[src/rtl/jtag_tap_pkg.sv]
// rtl/jtag_tap_pkg.sv - TAP state encoding and instruction constants
package jtag_tap_pkg;

  typedef enum logic [3:0] {
    EXIT2_DR         = 4'h0,
    EXIT1_DR         = 4'h1,
    SHIFT_DR         = 4'h2,
    PAUSE_DR         = 4'h3,
    SELECT_IR        = 4'h4,
    UPDATE_DR        = 4'h5,
    CAPTURE_DR       = 4'h6,
    SELECT_DR        = 4'h7,
    EXIT2_IR         = 4'h8,
    EXIT1_IR         = 4'h9,
    SHIFT_IR         = 4'hA,
    PAUSE_IR         = 4'hB,
    RUN_TEST_IDLE    = 4'hC,
    UPDATE_IR        = 4'hD,
    CAPTURE_IR       = 4'hE,
    TEST_LOGIC_RESET = 4'hF
  } tap_state_e;

  localparam logic [4:0] IR_IDCODE = 5'h01;
  localparam logic [4:0] IR_USER   = 5'h10;
  localparam logic [4:0] IR_BYPASS = 5'h1F;

  localparam int IdcodeWidth = 32;

endpackage

[src/rtl/jtag_tap_fsm.sv]
// rtl/jtag_tap_fsm.sv - IEEE 1149.1 TAP next-state logic
module jtag_tap_fsm
  import jtag_tap_pkg::*;
(
  input  tap_state_e state_i,
  input  logic       tms_i,
  input  logic       advance_i,
  output tap_state_e state_next_o
);

  always_comb begin
    state_next_o = state_i;
    if (advance_i) begin
      case (state_i)
        TEST_LOGIC_RESET: state_next_o = tms_i ? TEST_LOGIC_RESET : RUN_TEST_IDLE;
        RUN_TEST_IDLE:    state_next_o = tms_i ? SELECT_DR  : RUN_TEST_IDLE;
        SELECT_DR:        state_next_o = tms_i ? SELECT_IR  : CAPTURE_DR;
        CAPTURE_DR:       state_next_o = tms_i ? EXIT1_DR   : SHIFT_DR;
        SHIFT_DR:         state_next_o = tms_i ? EXIT1_DR   : SHIFT_DR;
        EXIT1_DR:         state_next_o = tms_i ? UPDATE_DR  : PAUSE_DR;
        PAUSE_DR:         state_next_o = tms_i ? EXIT2_DR   : PAUSE_DR;
        EXIT2_DR:         state_next_o = tms_i ? UPDATE_DR  : SHIFT_DR;
        UPDATE_DR:        state_next_o = tms_i ? SELECT_DR  : RUN_TEST_IDLE;
        SELECT_IR:        state_next_o = tms_i ? TEST_LOGIC_RESET : CAPTURE_IR;
        CAPTURE_IR:       state_next_o = tms_i ? EXIT1_IR   : SHIFT_IR;
        SHIFT_IR:         state_next_o = tms_i ? EXIT1_IR   : SHIFT_IR;
        EXIT1_IR:         state_next_o = tms_i ? UPDATE_IR  : PAUSE_IR;
        PAUSE_IR:         state_next_o = tms_i ? EXIT2_IR   : PAUSE_IR;
        EXIT2_IR:         state_next_o = tms_i ? UPDATE_IR  : SHIFT_IR;
        UPDATE_IR:        state_next_o = tms_i ? SELECT_DR  : RUN_TEST_IDLE;
        default:          state_next_o = TEST_LOGIC_RESET;
      endcase
    end
  end

endmodule

[src/rtl/jtag_tap_resp.sv]
// rtl/jtag_tap_resp.sv - JTAG TAP responder oversampled by the system clock
module jtag_tap_resp
  import jtag_tap_pkg::*;
#(
  parameter logic [31:0] IdcodeValue = 32'h1E200A6D,
  parameter int          IrWidth     = 5,
  parameter int          UserDrWidth = 32
) (
  input  logic                   clk_i,
  input  logic                   rst_i,
  input  logic                   jtag_tck_i,
  input  logic                   jtag_tms_i,
  input  logic                   jtag_tdi_i,
  input  logic                   jtag_trst_ni,
  output logic                   jtag_tdo_o,
  output logic                   jtag_tdo_oe_o,
  input  logic [UserDrWidth-1:0] user_dr_i,
  output logic [UserDrWidth-1:0] user_dr_o,
  output logic                   user_update_o,
  output logic [3:0]             tap_state_o,
  output logic [IrWidth-1:0]     ir_o
);

  logic [2:0] tck_q;
  logic [1:0] tms_q;
  logic [1:0] tdi_q;
  logic [1:0] trst_nq;

  always_ff @(posedge clk_i) begin
    if (rst_i) begin
      tck_q   <= '0;
      tms_q   <= '0;
      tdi_q   <= '0;
      trst_nq <= 2'b11;
    end else begin
      tck_q   <= {tck_q[1:0], jtag_tck_i};
      tms_q   <= {tms_q[0], jtag_tms_i};
      tdi_q   <= {tdi_q[0], jtag_tdi_i};
      trst_nq <= {trst_nq[0], jtag_trst_ni};
    end
  end

  logic tck_rise, tck_fall, tms_s, tdi_s, trst_s;
  assign tck_rise = tck_q[1] & ~tck_q[2];
  assign tck_fall = ~tck_q[1] & tck_q[2];
  assign tms_s    = tms_q[1];
  assign tdi_s    = tdi_q[1];
  assign trst_s   = ~trst_nq[1];

  tap_state_e state_q, state_d;

  jtag_tap_fsm u_fsm (
    .state_i      (state_q),
    .tms_i        (tms_s),
    .advance_i    (tck_rise),
    .state_next_o (state_d)
  );

  // Test reset wins over any TCK edge detected in the same cycle.
  always_ff @(posedge clk_i) begin
    if (rst_i || trst_s) begin
      state_q <= TEST_LOGIC_RESET;
    end else begin
      state_q <= state_d;
    end
  end

  logic [IrWidth-1:0]     ir_q, ir_sr;
  logic [IdcodeWidth-1:0] idcode_sr;
  logic [UserDrWidth-1:0] user_sr, user_dr_q;
  logic                   bypass_sr, user_update_q, tdo_q, tdo_oe_q;
  logic                   sel_idcode, sel_user, shifting, tdo_d;

  assign sel_idcode = (ir_q == IrWidth'(IR_IDCODE));
  assign sel_user   = (ir_q == IrWidth'(IR_USER));

  // Register actions key off the state held before the rise.
  always_ff @(posedge clk_i) begin
    if (rst_i) begin
      ir_q          <= IrWidth'(IR_IDCODE);
      ir_sr         <= '0;
      idcode_sr     <= '0;
      user_sr       <= '0;
      bypass_sr     <= 1'b0;
      user_dr_q     <= '0;
      user_update_q <= 1'b0;
      tdo_q         <= 1'b0;
      tdo_oe_q      <= 1'b0;
    end else begin
      user_update_q <= 1'b0;
      if (trst_s) begin
        ir_q <= IrWidth'(IR_IDCODE);
      end else begin
        if (tck_rise) begin
          case (state_q)
            CAPTURE_IR: ir_sr <= IrWidth'(1);
            SHIFT_IR:   ir_sr <= {tdi_s, ir_sr[IrWidth-1:1]};
            UPDATE_IR:  ir_q  <= ir_sr;
            CAPTURE_DR: begin
              if (sel_idcode)    idcode_sr <= IdcodeValue;
              else if (sel_user) user_sr   <= user_dr_i;
              else               bypass_sr <= 1'b0;
            end
            SHIFT_DR: begin
              if (sel_idcode)    idcode_sr <= {tdi_s, idcode_sr[IdcodeWidth-1:1]};
              else if (sel_user) user_sr   <= {tdi_s, user_sr[UserDrWidth-1:1]};
              else               bypass_sr <= tdi_s;
            end
            UPDATE_DR: begin
              if (sel_user) begin
                user_dr_q     <= user_sr;
                user_update_q <= 1'b1;
              end
            end
            default: ;
          endcase
          if (state_d == TEST_LOGIC_RESET) ir_q <= IrWidth'(IR_IDCODE);
        end
        if (tck_fall) begin
          tdo_q    <= tdo_d;
          tdo_oe_q <= shifting;
        end
      end
    end
  end

  always_comb begin
    shifting = (state_q == SHIFT_IR) || (state_q == SHIFT_DR);
    tdo_d    = 1'b0;
    if (state_q == SHIFT_IR) begin
      tdo_d = ir_sr[0];
    end else if (state_q == SHIFT_DR) begin
      if (sel_idcode)    tdo_d = idcode_sr[0];
      else if (sel_user) tdo_d = user_sr[0];
      else               tdo_d = bypass_sr;
    end
  end

  assign jtag_tdo_o    = tdo_q;
  assign jtag_tdo_oe_o = tdo_oe_q;
  assign user_dr_o     = user_dr_q;
  assign user_update_o = user_update_q;
  assign tap_state_o   = state_q;
  assign ir_o          = ir_q;

endmodule

[config.mk]
export PLATFORM = sky130hd
export DESIGN_NAME = jtag_tap_resp
export DESIGN_NICKNAME = d
export VERILOG_FILES = /design/src/rtl/jtag_tap_pkg.sv /design/src/rtl/jtag_tap_fsm.sv /design/src/rtl/jtag_tap_resp.sv
export SDC_FILE = /design/constraint.sdc
export NUM_CORES = 1
export LEC_CHECK = 0
export BUFFER_PORTS_ARGS = -buffer_cell sky130_fd_sc_hd__buf_2
export CORE_UTILIZATION = 50
export DETAILED_ROUTE_END_ITERATION = 7
export GPL_ROUTABILITY_DRIVEN = 0
export PLACE_DENSITY = 0.81
export SKIP_LAST_GASP = 1
export SLEW_MARGIN = 20
export SYNTH_ARGS = -nofsm -noshare
export SYNTH_HDL_FRONTEND = slang
export SYNTH_SLANG_ARGS = --single-unit
[constraint.sdc]
create_clock -name clk_i -period 2.1 [get_ports clk_i]
set_clock_uncertainty 0.05 [all_clocks]
set_input_delay 0.105 -clock clk_i [delete_from_list [all_inputs] [get_ports clk_i]]
set_output_delay 0.105 -clock clk_i [all_outputs]
set_load 0.02 [all_outputs]
==> summary.md <==
| Metric | Value |
|---|---|
| Synthesized Nets | `630` |
| Syn Inst Count | `592` |
| Worst VDD drop | `0.738 mV` |
| Starting Density | `51.6%` |
| CTS Buffer Depth | `2` |
| Final worst slack | `-81.9 ps` |
| Final hold slack | `283 ps` |
| Mux contribution to synthesized area | `0.418%` |
| Static Leakage | `2.46 nW` |
| Clk root buf | `clkbuf_8` |
| Synth Cell Area | `0.00479 mm^2` |
| Routed Antenna Nets | `0` |
| Initial antenna violation count | `0` |
| Post-synth top area share | `51.4%` |
| Detail-routed via count per cell | `5.66` |
| Final setup fails | `16` |
| RSZ-0062 raised after global routing | `yes` |
| Status | `complete, but fails checks` |
| Input/output buffers | `81` |
| Drt wl/cell | `15.7 um` |
| Least-Margin Pin Slew | `582 ps` |
| Hold Fails Final Rpt | `0` |
| Post-Route WL | `13300 um` |
| Worst Hold Class | `input pin to register` |
| Register area share after synthesis | `51.4%` |
| Area contributors post-synth | `dfxtp_1 51%, nand2_1 12%, a21oi_1 6.5%` |
| I/O Pins | `82` |
| Die outline width | `99.9 um` |
| CP required | `2460 ps` |
| Violated checks | `setup timing` |
| Slew Viols, Final | `0` |
| Max-cap violations | `0` |
| Cts bufs inserted | `17` |
| Share of layout cells above drive strength 1 | `21.8%` |
| Library cells used by synthesis | `39` |
| Pwr Density | `863 mW/mm^2` |
| Vias post-DR | `4783` |
| Synth Area in Adders | `0%` |
| Largest net degree at the start of global routing | `85` |
| Initial DRC Count | `447` |
| CP endpoint kind | `register` |
| Cell area after layout | `0.00650 mm^2` |
| Post-Synth Simple-Gate Area | `28.5%` |
| Post-DP HPWL | `7110 um` |
| Antenna diode count | `0` |
| Global-route wire length before repair | `20700 um` |
| CTS tree | `built` |
| Xor-xnor portion of the synthesized cell area | `0%` |
| Largest family of logic cells by synthesized area | `simple AND/OR/NAND/NOR gates` |
| CP Class | `register to register` |
| Mean Syn Cell Area | `8.10 um^2` |
| Period Utilization, post-route | `104%` |
| Final period demand of the worst path | `2180 ps` |
| Placed cell area | `0.00546 mm^2` |
| Commonest cells after routing, fill and taps aside | `159 x nand2_1, 121 x dfxtp_1, 80 x buf_2` |
| # nets final | `742` |
| Max_slew headroom | `61.0%` |
| Most common cell after layout, fill and taps aside | `nand2_1` |
| Area leader, netlist | `dfxtp_1` |
| Startpoint types | `register` |
| YS warnings | `0` |
| All-Layer GR Usage | `26.4%` |
| Number of global-route vias before repair | `4342` |
| DRT Pass-1 Iters | `5` |
| Core area | `0.00928 mm^2` |
| CP max FO | `16` |
| Row cnt | `35` |
| Synth Register Bits | `123` |
| Clk slew on worst S/H paths | `60 ps` |
| Total Power | `5.61 mW` |
| Clock Latency Late Sink | `520 ps` |
| DR DRC count | `0` |
| Max H-tree Level | `4` |
| Clock tree sinks | `123` |
| Final core utilization | `70.0%` |
| P&R area growth vs syn | `35.5%` |
| Critical path arrival | `2540 ps` |
| Max Freq | `458 MHz` |
| Die H | `99.9 um` |
| Post-synthesis compound-gate area fraction | `15.5%` |
| Fill count | `662` |
| Die area | `0.00999 mm^2` |
| Grt ovf | `0` |
-- critical path, cell delays in order (launching register included) --
cell and delay, ps:
dfxtp_1 330, or3_1 440, buf_4 200, nor4_4 340, buf_4 200, buf_8 170, nor2_1 60, a311oi_1 280
-- path summary, 6_finish.rpt --
kind	startpoint	endpoint	slack (ps)	depth (start not counted)
max	ir_o[1]	user_sr[0]	-80	7
min	jtag_tck_i	tck_q[0]	280	3
max reg2reg	ir_o[1]	user_sr[0]	-80	7
min reg2reg	trst_nq[0]	trst_nq[1]	360	1
-- cell type report --
type	count	area [um^2]	area share, %
Sequential cell	123	2470	38.0
Inverter	1	3.75	0.0578
Clock inverter	11	166	2.56
Clock buffer	20	447	6.88
Timing Repair Buffer	143	1050	16.1
Multi-Input combinational cell	418	2200	33.9
Tap cell	129	161	2.48
-- layer usage --
metal,vias up,part of all wire [%],global-route usage [%]
met3,35,6.3,5.57
met5,-,0,0
li1,2254,-,-
met1,2248,41,33.4
met2,246,51,44.4
met4,0,2.1,10.2
-- cells by family after synthesis --
logic type      Yosys count
flops                   123
compound gates          116
buf+inv                  51
mux                       2
simple gates            300
-- where the power goes --
| group | leakage (nW) | switching [mW] | internal, mW |
|---|---|---|---|
| clock | 0.292 | 1.06 | 1.99 |
| combinational | 1.17 | 0.103 | 0.108 |
| sequential | 0.992 | 0.00878 | 2.34 |
-- state kept, by name, indices dropped and copies added, names as in the netlist --
| register | cells |
|---|---|
| bypass_sr | 1 |
| idcode_sr | 32 |
| ir_o | 5 |
| ir_sr | 5 |
| jtag_tdo_o | 1 |
| jtag_tdo_oe_o | 1 |
| tap_state_o | 4 |
| tck_q | 3 |
| tdi_q | 2 |
| tms_q | 2 |
| trst_nq | 2 |
| user_dr_o | 32 |
| user_sr | 32 |
| user_update_o | 1 |
-- repair_timing --
action,4_1_cts,5_1_grt
hold endpoints to repair,57,0
setup buffers,0,1
resized for setup,0,2
endpoints found under the setup margin,0,22
hold buffers,38,0
-- metrics by stage --
stage                     setup slack, ps  TNS (ps)  instances
after floorplan                     -13.4      -389        592
after global placement                111         0        773
after detailed placement             56.9         0        773
after CTS                            19.6         0        842
after global routing                 -153     -2920        845
final                               -81.9      -363        845
-- Yosys cell counts (all sizes together) --
cell / number
a21boi: 1
nor4: 4
nand2: 159
o31ai: 2
inv: 1
and3b: 1
o21a: 1
dfxtp: 123
nor3b: 1
a21oi: 62
a22o: 4
o211ai: 2
or4b: 3
nor2: 48
nand3b: 5
nand2b: 5
buf: 10
nand3: 22
a21o: 1
nor3: 29
a311oi: 32
clkbuf: 40
a31o: 1
mux2i: 2
a31oi: 2
and2: 1
or3: 2
or4: 4
or2: 2
nor4b: 4
o21bai: 1
nand4bb: 1
nor2b: 9
o21ai: 7
Note: power is estimated with default switching activity, not from simulation.
